==> src/rtl/sum_display_scan.sv <==
// Registers a binary sum, converts it to BCD one shift per clock (double dabble),
// and scans the decimal digits onto a 4-digit common-anode seven-segment display.
module sum_display_scan #(
    parameter int DATA_W      = 5,
    parameter int REFRESH_DIV = 100000
) (
    input  logic              clk,
    input  logic              rst_n,
    input  logic [DATA_W-1:0] sum_in,
    input  logic              load,
    output logic              busy,
    output logic [3:0]        an,
    output logic [6:0]        seg
);
    localparam int RW = (REFRESH_DIV > 1) ? $clog2(REFRESH_DIV) : 1;
    localparam int SW = $clog2(DATA_W + 1);

    typedef enum logic [1:0] {S_IDLE, S_CONVERT, S_COMMIT} state_t;

    state_t               r_state;
    logic [15+DATA_W:0]   r_sr;      // {bcd[15:0], bin[DATA_W-1:0]}
    logic [SW-1:0]        r_shift;
    logic [3:0][3:0]      r_dig;
    logic [RW-1:0]        r_refresh;
    logic [1:0]           r_idx;
    logic                 r_busy;
    logic [3:0]           r_an;
    logic [6:0]           r_seg;

    logic [15:0]          w_adj;
    logic [3:0]           w_blank;
    logic                 w_tick;

    genvar g;
    generate
        for (g = 0; g < 4; g++) begin : g_adj
            assign w_adj[4*g +: 4] = (r_sr[DATA_W + 4*g +: 4] >= 4'd5)
                                   ? r_sr[DATA_W + 4*g +: 4] + 4'd3
                                   : r_sr[DATA_W + 4*g +: 4];
        end
    endgenerate

    // A digit is blank when it and every digit above it are zero; digit 0 always shows.
    assign w_blank[3] = (r_dig[3] == 4'd0);
    assign w_blank[2] = w_blank[3] && (r_dig[2] == 4'd0);
    assign w_blank[1] = w_blank[2] && (r_dig[1] == 4'd0);
    assign w_blank[0] = 1'b0;

    assign w_tick = (r_refresh == RW'(REFRESH_DIV - 1));

    function automatic logic [6:0] f_seg(input logic [3:0] d);
        case (d)
            4'd0:    f_seg = 7'h40;
            4'd1:    f_seg = 7'h79;
            4'd2:    f_seg = 7'h24;
            4'd3:    f_seg = 7'h30;
            4'd4:    f_seg = 7'h19;
            4'd5:    f_seg = 7'h12;
            4'd6:    f_seg = 7'h02;
            4'd7:    f_seg = 7'h78;
            4'd8:    f_seg = 7'h00;
            4'd9:    f_seg = 7'h10;
            default: f_seg = 7'h7F;
        endcase
    endfunction

    always_ff @(posedge clk) begin
        if (!rst_n) begin
            r_state   <= S_IDLE;
            r_sr      <= '0;
            r_shift   <= '0;
            r_dig     <= '0;
            r_refresh <= '0;
            r_idx     <= 2'd0;
            r_busy    <= 1'b0;
            r_an      <= 4'b1111;
            r_seg     <= 7'h7F;
        end else begin
            case (r_state)
                S_IDLE: begin
                    if (load) begin
                        r_sr    <= {16'd0, sum_in};
                        r_shift <= '0;
                        r_busy  <= 1'b1;
                        r_state <= S_CONVERT;
                    end
                end
                S_CONVERT: begin
                    r_sr    <= {w_adj, r_sr[DATA_W-1:0]} << 1;
                    r_shift <= r_shift + 1'b1;
                    if (r_shift == SW'(DATA_W - 1))
                        r_state <= S_COMMIT;
                end
                S_COMMIT: begin
                    r_dig   <= r_sr[DATA_W +: 16];
                    r_busy  <= 1'b0;
                    r_state <= S_IDLE;
                end
                default: r_state <= S_IDLE;
            endcase

            if (w_tick) begin
                r_refresh <= '0;
                r_an      <= ~(4'b0001 << r_idx);
                r_seg     <= w_blank[r_idx] ? 7'h7F : f_seg(r_dig[r_idx]);
                r_idx     <= r_idx + 2'd1;
            end else begin
                r_refresh <= r_refresh + 1'b1;
            end
        end
    end

    assign busy = r_busy;
    assign an   = r_an;
    assign seg  = r_seg;
endmodule

==> config.mk <==
export PLATFORM = sky130hd
export DESIGN_NAME = sum_display_scan
export DESIGN_NICKNAME = d
export VERILOG_FILES = /design/src/rtl/sum_display_scan.sv
export SDC_FILE = /design/constraint.sdc
export NUM_CORES = 1
export LEC_CHECK = 0
export ABC_AREA = 1
export CORE_ASPECT_RATIO = 0.5
export CORE_MARGIN = 1.5
export CORE_UTILIZATION = 45
export CTS_BUF_LIST = sky130_fd_sc_hd__clkbuf_16
export CTS_CLUSTER_SIZE = 40
export DETAILED_ROUTE_END_ITERATION = 10
export HOLD_SLACK_MARGIN = 0.03
export PLACE_DENSITY = 0.65
export SYNTH_ARGS = -nofsm -noshare
export SYNTH_HDL_FRONTEND = slang
export SYNTH_SLANG_ARGS = --single-unit
==> constraint.sdc <==
create_clock -name clk -period 1.9 [get_ports clk]
set_input_delay 0.38 -clock clk [delete_from_list [all_inputs] [get_ports clk]]
set_output_delay 0.38 -clock clk [all_outputs]
set_load 0.05 [all_outputs]
==> results.md <==
- Static leakage: 1.689 nW
- Met3 GRT Util: under 10%
- Die area: 0.008641 sq mm
- Post-CTS sizing: 0
- Finished layout cell area: 0.004215 sq mm
- Pin count of the biggest net entering global routing: 33
- Grt met2 use: between 20% and 30%
- Dpl hpwl: ~5300 microns
- Hold crit path type: reg -> reg
- Critical Path Source: seg[6]$_SDFFE_PN1N_
- FF+latch count, synth: 73
- GRT Max-Usage Layer: met2
- Via Count: between 3000 and 4000
- Finished Layout Cells: 634
- GP Congestion: 0.8494
- Core area: 0.007570 sq mm
- # Max-Cap Violations: 0
- Reg2Reg Setup Slack: 0.24 ns
- Worst path cell trace: clkdlybuf4s50_1
- Relative slew slack: between 60% and 70%
- Crit path max-delay family: buffers and inverters
- Synthesis Warnings: 0
- Overflow after GRT: 0
- Startpoint types: flip-flop
- Slowest stage cell on the critical path: clkdlybuf4s50_1
- Critical path data arrival time: 1.46 ns
- Nets@finish: 549
- Worst path depth: 1
- Post-synthesis adder-cell area fraction: 6.899%
- Final setup skew: 0.004927 ns
- Achievable Freq: roughly 0.54 GHz
- Syn Inst Count: approximately 500
- Post-synth top area cell: dfxtp_1
- Top-Level Pins: 20
- Fillers: 755
- Critical R2R Launch: r_idx[1]$_SDFFE_PN0N_
- Least-Margin Pin Slew: ~0.5 ns
- Worst skew pair latency: 0.33 ns
- Layout cell share with drive strength beyond 1: 11.98%
- H-Tree Depth: 3
- Final Cycle Share: between 90% and 100%
- Main synth FF type: dfxtp_1
- Number of global-route vias before repair: 2660
- Commonest cells post-synth: 99 x nand2_1, 73 x dfxtp_1, 56 x a21oi_1, 56 x nor2_1, 43 x inv_1
- Synth async-reset ratio: 0%
- DR pass1 iterations: 4
- Outcome: completed
- Routed length per instance: 11.79 microns
- Count leader, synth: nand2_1
- Clock sinks: 73
- Hold-fix buffers, CTS: 0
- DRC: 0
- Row count: 22
- Total GRT Usage: 18.87%
- I/O Buffers: 19
- Unique cell type count in the Yosys netlist: 30
- Sum Neg Setup Slack: 0 ns
- Kind of critical path: reg -> out
- Synth Area in Compound Gates: 14.07%
- Antenna diode count: 0
- Root buf cell: clkbuf_16
- Final hold violations: 0
- Antenna violations before repair: 0
- RSZ-0062 raised after global routing: false
- Final setup fails: 0
- CTS buffer count: 9
- Critical path's largest stage delay: 0.80 ns
- Area delta synth->final: 16.21%
- Die height: ~66 microns
- Largest family of logic cells by synthesized area: simple AND/OR/NAND/NOR gates
- Mux cell area share after synthesis: 0%
- Setup crit end kind: output pin
- Worst Reg2Reg Path Length in Cells: 9
- CP required: 1.52 ns
- EDFF count, synth: 0
- Drt initial violations: roughly 170
- Post-DRT Antenna Nets: 0
- Clock Tree Buf Depth: 2
- Syn nets: 527
- Setup Fix Bufs, Post-CTS: 0
- WL final: 7476 microns
- Synth Area in XOR/XNOR: 1.690%
- CTS tree: done
- Starting Density: between 40 and 50%
- Final min period: ~1.8 ns
- Capturing point of the worst reg2reg path: seg[3]$_SDFFE_PN1N_
- Placed cells: 618
- Final max-slew violation count: 0
- Power per cell area: 791.0 mW/mm^2
- First-pass GRT wire length: 12310 microns
- Crit path buffers/inverters: 1
- CTS clk-pin slew, worst paths: 0.05 ns
- CP endpoint: seg[6]
- VDD IR max: 0.0005009 V
- Total power: 3.334 mW
- Vias per cell: 4.814
- Hold Path Cell Cnt: 1
- Critical path peak fanout: 2
- Synth top area share: 40.29%
- Placed Area: 0.003918 sq mm
- Met1 Usage GRT: ~24%
- Synth Cell Area: 0.003627 sq mm
- Die Wd: 130.0 microns
- Syn avg cell area: 7.269 sq um
- Sequential fraction of the synthesis area: 40.29%
- Synth top area cells: dfxtp_1 40%, nand2_1 10%, a21oi_1 7.7%, ha_1 6.9%, nor2_1 5.8%
- Simple-Gate Fraction of Synth Area: 29.04%
[final cells by class]
| class | instances | area [sq um] | share of cell area (%) |
|---|---|---|---|
| tap | 108 | 135.1 | 3.206 |
| clock inverter | 7 | 62.56 | 1.484 |
| sequential | 73 | 1461 | 34.67 |
| multi-input combinational | 358 | 1876 | 44.49 |
| timing repair buffer | 27 | 260.3 | 6.174 |
| inverter | 52 | 195.2 | 4.630 |
| clock buffer | 9 | 225.2 | 5.343 |
[power breakdown]
group	internal [mW]	leakage [nW]	switching (mW)	total, mW
registers	1.55	0.591	0.0145	1.57
clock network	1.00	0.150	0.622	1.62
logic	0.0532	0.948	0.0888	0.142
total	2.61	1.69	0.725	3.33
[sequential cells by signal, indices dropped and copies added (netlist names)]
| signal | count |
|---|---|
| r_state | 2 |
| r_refresh | 17 |
| r_idx | 2 |
| r_shift | 3 |
| r_dig | 16 |
| busy | 1 |
| an | 4 |
| r_sr | 21 |
| seg | 7 |
[layer usage]
layer	part of all wire, %	vias to the layer above
met5	0	-
met4	1.4	0
met3	4.4	10
met2	42	52
met1	52	1331
li1	-	1659
[cell usage in the layout (no fill, tap or decap), types with 2 or more instances in the layout]
cell type        Yosys  layout
dlymetal6s2s_1       0       4
o21ai_0             38      38
a22oi_1              2       2
xor2_1               7       7
clkbuf_16            0       9
a21oi_1             56      56
a31oi_1              4       4
nand3_1             32      32
nand2_1             99      99
or2_0                5       5
nand2_2             10      10
inv_1               43      44
nand4_1              4       4
nand3_2              5       5
ha_1                20      20
nor2_2               4       4
dfxtp_1             73      73
inv_2                8       8
nor2_1              56      56
clkinv_2             0       4
nor2_4               2       2
buf_4                2      12
or2_2                5       5
clkdlybuf4s50_1      0      10
nor3_1               4       4
[worst min path at each step]
stage / slack [ns] / start / to
floorplan: 0.42 / r_refresh[0]$_SDFF_PP0_ / r_refresh[0]$_SDFF_PP0_
global route: 0.48 / r_refresh[0]$_SDFF_PP0_ / r_refresh[0]$_SDFF_PP0_
finish: 0.45 / r_refresh[0]$_SDFF_PP0_ / r_refresh[0]$_SDFF_PP0_
CTS: 0.45 / r_refresh[0]$_SDFF_PP0_ / r_refresh[0]$_SDFF_PP0_
detailed placement: 0.44 / r_refresh[0]$_SDFF_PP0_ / r_refresh[0]$_SDFF_PP0_
global placement: 0.44 / r_refresh[0]$_SDFF_PP0_ / r_refresh[0]$_SDFF_PP0_
[logic make-up (layout without fill, tap and decap cells)]
kind of cell    Yosys count  after routing
compound gates          100            100
xor+xnor                  7              7
fa+ha+maj                20             20
buf+inv                  68             95
flops                    73             73
simple gates            231            231
[through the flow]
stage	hold WS, ns	utilization, %	setup WS (ns)
4_1_cts	0.4548	55.55	0.001758
3_3_place_gp	0.4390	51.75	0.2843
5_1_grt	0.4750	55.69	0.01778
2_1_floorplan	0.4175	-	0.2274
3_5_place_dp	0.4440	51.75	0.2525
6_report	0.4468	55.69	0.05926
(Power assumes the default switching activity.)
